==> config.mk <==
export PLATFORM = sky130hd
export DESIGN_NAME = seg7_scan_driver
export DESIGN_NICKNAME = d
export VERILOG_FILES = /design/src/rtl/seg7_scan_driver.sv
export SDC_FILE = /design/constraint.sdc
export NUM_CORES = 1
export LEC_CHECK = 0
export ABC_AREA = 1
export CELL_PAD_IN_SITES_DETAIL_PLACEMENT = 1
export CELL_PAD_IN_SITES_GLOBAL_PLACEMENT = 2
export CORE_MARGIN = 8
export CORE_UTILIZATION = 35
export DETAILED_ROUTE_END_ITERATION = 12
export GPL_ROUTABILITY_DRIVEN = 1
export PLACE_DENSITY = 0.86
export REMOVE_ABC_BUFFERS = 1
export SLEW_MARGIN = 15
export SYNTH_ARGS = -nofsm -noshare
export SYNTH_HDL_FRONTEND = slang
export SYNTH_SLANG_ARGS = --single-unit
==> constraint.sdc <==
create_clock -name Clk -period 3.1 [get_ports Clk]
set_clock_uncertainty 0.15 [all_clocks]
set_input_delay 0.62 -clock Clk [delete_from_list [all_inputs] [get_ports Clk]]
set_output_delay 0.62 -clock Clk [all_outputs]
set_load 0.1 [all_outputs]
==> src/rtl/seg7_scan_driver.sv <==
// rtl/seg7_scan_driver.sv - captures a BCD digit scan stream and re-scans it onto a common-anode 4-digit display
module seg7_scan_driver #(
    parameter int DIGIT_CYCLES = 18,
    parameter int DEAD_CYCLES  = 2
) (
    input  logic       Clk,
    input  logic       Reset,
    input  logic [3:0] Bcd_in,
    input  logic [3:0] Sel_in,
    input  logic [2:0] Bright,
    input  logic       Lzb_en,
    output logic [6:0] Seg_out,
    output logic [3:0] Dig_out,
    output logic       Frame_done,
    output logic       Sel_err
);
    localparam int ON_LEN = DIGIT_CYCLES - DEAD_CYCLES;
    localparam int CW     = $clog2(DIGIT_CYCLES + 1);
    localparam logic [CW-1:0] SLOT_LAST = CW'(DIGIT_CYCLES - 1);
    localparam logic [CW-1:0] DEAD      = CW'(DEAD_CYCLES);

    typedef enum logic [1:0] {PH_BLANK, PH_LIT, PH_OFF} phase_t;

    logic [CW-1:0] slot_cnt;
    logic [CW-1:0] lit_len;
    logic [CW-1:0] lit_cur;
    logic [CW-1:0] lit_end;
    logic [1:0]    idx;
    logic [3:0]    cap  [4];
    logic [3:0]    disp [4];
    logic          cap_we;
    logic [1:0]    cap_idx;
    logic          sel_bad;
    logic          frame_edge;
    logic [3:0]    blank;
    phase_t        phase;
    logic [6:0]    seg_nxt;
    logic [3:0]    dig_nxt;

    function automatic logic [6:0] seg_decode(input logic [3:0] v);
        case (v)
            4'd0:    seg_decode = 7'b1000000;
            4'd1:    seg_decode = 7'b1111001;
            4'd2:    seg_decode = 7'b0100100;
            4'd3:    seg_decode = 7'b0110000;
            4'd4:    seg_decode = 7'b0011001;
            4'd5:    seg_decode = 7'b0010010;
            4'd6:    seg_decode = 7'b0000010;
            4'd7:    seg_decode = 7'b1111000;
            4'd8:    seg_decode = 7'b0000000;
            4'd9:    seg_decode = 7'b0010000;
            default: seg_decode = 7'b0111111;
        endcase
    endfunction

    always_comb begin
        cap_we  = 1'b0;
        cap_idx = 2'd0;
        sel_bad = 1'b0;
        case (Sel_in)
            4'b1110: begin cap_we = 1'b1; cap_idx = 2'd0; end
            4'b1101: begin cap_we = 1'b1; cap_idx = 2'd1; end
            4'b1011: begin cap_we = 1'b1; cap_idx = 2'd2; end
            4'b0111: begin cap_we = 1'b1; cap_idx = 2'd3; end
            4'b1111: ;
            default: sel_bad = 1'b1;
        endcase
    end

    // Brightness is taken fresh at slot start so a mid-slot change never stretches the current digit
    always_comb begin
        lit_cur = (slot_cnt == '0) ? CW'((ON_LEN * (int'(Bright) + 1)) >> 3) : lit_len;
        lit_end = DEAD + lit_cur;
        if (slot_cnt < DEAD)
            phase = PH_BLANK;
        else if (slot_cnt < lit_end)
            phase = PH_LIT;
        else
            phase = PH_OFF;
    end

    always_comb begin
        blank[3] = Lzb_en && (disp[3] == 4'd0);
        blank[2] = blank[3] && (disp[2] == 4'd0);
        blank[1] = blank[2] && (disp[1] == 4'd0);
        blank[0] = 1'b0;
    end

    always_comb begin
        seg_nxt    = 7'b1111111;
        dig_nxt    = 4'b1111;
        frame_edge = (slot_cnt == SLOT_LAST) && (idx == 2'd3);
        if (phase == PH_LIT) begin
            dig_nxt = ~(4'b0001 << idx);
            if (!blank[idx])
                seg_nxt = seg_decode(disp[idx]);
        end
    end

    always_ff @(posedge Clk or posedge Reset) begin
        if (Reset) begin
            slot_cnt   <= '0;
            idx        <= 2'd0;
            lit_len    <= '0;
            Seg_out    <= 7'b1111111;
            Dig_out    <= 4'b1111;
            Frame_done <= 1'b0;
            Sel_err    <= 1'b0;
            for (int i = 0; i < 4; i++) begin
                cap[i]  <= 4'd0;
                disp[i] <= 4'd0;
            end
        end else begin
            Seg_out    <= seg_nxt;
            Dig_out    <= dig_nxt;
            Frame_done <= frame_edge;
            Sel_err    <= sel_bad;
            // disp takes the pre-edge cap, so a write on this edge shows one frame later
            if (frame_edge) begin
                for (int i = 0; i < 4; i++)
                    disp[i] <= cap[i];
            end
            if (cap_we)
                cap[cap_idx] <= Bcd_in;
            if (slot_cnt == '0)
                lit_len <= lit_cur;
            if (slot_cnt == SLOT_LAST) begin
                slot_cnt <= '0;
                idx      <= idx + 2'd1;
            end else begin
                slot_cnt <= slot_cnt + CW'(1);
            end
        end
    end
endmodule

==> key figures <==
Cells and area
  • Finished Cell Area: 3435 um^2
  • P&R area growth vs syn: 20.03%
  • Ant diodes: 0
  • # fillers: 986
  • Nets@finish: 404
  • Fraction of layout cells with a size suffix above 1: 17.51%

CTS
  • Clk sink count: 57
  • Clk buf depth: 2
  • Clock slew at reported path FFs: roughly 70 ps
  • Clock Tree Root: clkbuf_8
  • TritonCTS Buffers: 9
  • Clock latency on the worst-skew pair: 330 ps
  • Hold buffers post-CTS: 0
  • H-tree levels: 3
  • CTS tree: yes

Routing
  • Routed Antenna Nets: 0
  • Drt wl/cell: roughly 13 um
  • Post-DR vias/cell: 4.562
  • Initial DRC count: 40
  • WL final: about 6100 um
  • Routed via count: 2199
  • # DRC: 0
  • Drt pass-1 iters: 4

STA
  • Final period util: between 90% and 100%
  • Unrepaired setup endpoints after global routing: false
  • Final setup violation count: 0
  • TNS Setup: 0 ps
  • Worst-Margin Slew: 671.7 ps
  • Max Slew Vio Count: 0
  • Fmax: approximately 350 MHz
  • Post-route minimum period: 2873 ps
  • Rel. slew slack: a little under three fifths
  • Final hold vios: 0

Die
  • # rows: 33
  • Die H: 106.4 um
  • Initial cell density of the core: 35.54%
  • # IOs: 27
  • Placeable Area: 8051 um^2
  • Die area: approximately 11000 um^2
  • Die X-Extent: around 110 um

Placed design
  • Routability Congestion: 0.7546
  • Detailed placement HPWL: 4735 um
  • # port buffers: 26
  • Post-DP Area: between 3000 and 4000 um^2

Power
  • Power density cells: 546.8 nW/um^2
  • Pleak: 1.656 nW
  • IR drop worst, VDD: 216.0 uV
  • Overall Power: about 1.9 mW

GRT
  • First-pass GRT wire length: 11120 um
  • Largest net degree at the start of global routing: 32
  • Total GRT Usage: 12.10%
  • Initial antenna violation count: 0
  • Vias in the first global route: 2399
  • Total congestion overflow: 0

Worst setup path
  • Nature of the critical path endpoint: flip-flop
  • CP peak stage delay: 440 ps
  • CP Launch Type: input pin
  • CP Buf/Inv Count: 3
  • Worst EP arrival: 2960 ps
  • Family with the most delay on the worst path: simple AND/OR/NAND/NOR gates
  • Required time of the critical path: 3190 ps
  • Worst Path Max Fanout: 6
  • Critical Setup Path Class: input pin to flip-flop
  • Slowest cell on crit path: clkdlybuf4s50_1
  • Critical-path cell list: clkdlybuf4s50_1, ha_1, inv_1, nand2_1, nand2_1, inv_1, ha_1, xor2_1, ha_1, nand3_1, nand3_1, nor2_1, nand2_1, nor2_4, nand3_1

Yosys
  • Mean Syn Cell Area: between 8 and 9 um^2
  • Seq/Total Area, Yosys: between 50% and 60%
  • Syn Std Cell Area: 2861 um^2
  • Yosys cell types: 25
  • Yosys reg bits: 57
  • Cells after Synth: 334
  • Yosys warnings: 0

Run
  • Maxcap violations: 0

Run status
  • Status: finished, final reports clean

Min path
  • Type of the worst min-delay path: flip-flop to flip-flop
## path summary, 6_finish.rpt
| check | startpoint | to | slack, ps | depth (start not counted) |
|---|---|---|---|---|
| max in group asynchronous | Reset | Seg_out[5] | 1600 | 3 |
| hold reg to reg | cap[15] | cap[15] | 330 | 2 |
| min in group asynchronous | Reset | slot_cnt[0] | 510 | 2 |
| setup / recovery | Bright[0] | Seg_out[1] | 230 | 15 |
| setup reg to reg | slot_cnt[1] | Seg_out[1] | 270 | 16 |
| hold / removal | cap[15] | cap[15] | 330 | 2 |
## tightest hold or removal path, cell delays in order, from the launching register on
cell and delay (ps):
dfrtp_1 340, nand2_1 50, o21ai_0 60
## synthesized netlist by cell type
cell / count / area share [%]
dfrtp_1: 46 / 40
buf_4: 2 / 0.52
nor3_1: 2 / 0.35
nand2_2: 2 / 0.44
a21oi_1: 2 / 0.35
nand3_1: 25 / 4.4
nor3b_1: 1 / 0.26
o21ai_0: 23 / 4.0
nor2_4: 4 / 1.6
o21ai_1: 12 / 2.1
nand2_1: 99 / 13
nand3b_1: 3 / 0.79
o21ai_2: 4 / 1.2
ha_1: 18 / 7.9
dfstp_2: 11 / 10
nand3_2: 2 / 0.70
nor2_1: 15 / 2.0
or2_2: 1 / 0.22
nand4_1: 1 / 0.22
inv_2: 6 / 0.79
xor2_1: 3 / 0.92
xnor2_1: 1 / 0.31
nand3_4: 1 / 0.61
inv_1: 48 / 6.3
buf_6: 2 / 0.79
## area by class of cell
type	instances	area [um^2]	area share (%)
inverter	54	202.7	5.902
clock buffer	10	127.6	3.716
tap	105	131.4	3.825
sequential	57	1440	41.93
multi-input combinational	219	1185	34.50
timing repair buffer	31	265.3	7.723
clock inverter	6	82.58	2.404
## power by group
group | switching, mW | leakage (nW) | total [mW] | internal (mW)
Combinational | 0.217 | 0.844 | 0.297 | 0.0798
Sequential | 0.0270 | 0.706 | 0.841 | 0.814
Clock | 0.292 | 0.106 | 0.740 | 0.448
Total | 0.536 | 1.66 | 1.88 | 1.34
## cells by family after synthesis
logic type,Yosys count,synth area share (%)
buffers and inverters,58,8.395
adders and majority gates,18,7.871
DFF,57,50.33
AOI/OAI and AO/OA,41,7.696
xor gates and xnor gates,4,1.225
and+or+nand+nor,156,24.49
## per-stage QoR
step	setup slack (ps)	utilization (%)	hold slack (ps)	cells
3_3_place_gp	40.10	39.81	318.7	464
2_1_floorplan	595.2	-	299.4	330
3_5_place_dp	-41.93	39.81	323.4	464
5_1_grt	41.83	42.66	373.4	482
4_1_cts	200.1	42.42	340.9	480
6_report	227.5	42.66	334.4	482
## placed cells by master (no fill, tap or decap)
cell	instances
xor2_1	3
nor2_1	15
bufinv_16	2
nand3_4	1
inv_1	47
nand2_1	99
a21oi_1	2
inv_2	7
xnor2_1	1
dfstp_2	11
o21ai_2	5
nand3_2	2
nor2_4	4
clkbuf_8	9
or2_2	1
o21ai_1	11
nand2_2	2
dfrtp_1	46
nand3b_1	3
clkbuf_1	1
nand4_1	1
nor3b_1	1
buf_4	18
clkdlybuf4s50_1	13
ha_1	18
nand3_1	25
clkinvlp_4	1
o21ai_0	23
clkinv_2	3
nor3_1	2
## timing repair
item / in CTS / in global routing
setup endpoints to repair: 0 / 11
resized for setup: 0 / 1
buffers inserted: 0 / 2
## metal layers
layer	vias up	GRT usage [%]	wire length, um
li1	1117	-	-
met1	1037	13.98	2814
met2	35	20.51	2995
met3	10	2.722	237
met4	0	6.332	102
met5	-	0	0
## sequential cells by signal, indices dropped and copies added, names as in the netlist
register,flops
Seg_out,7
lit_len,5
Frame_done,1
slot_cnt,5
Dig_out,4
Sel_err,1
disp,16
idx,2
cap,16
Note: power is estimated with default switching activity, not from simulation.
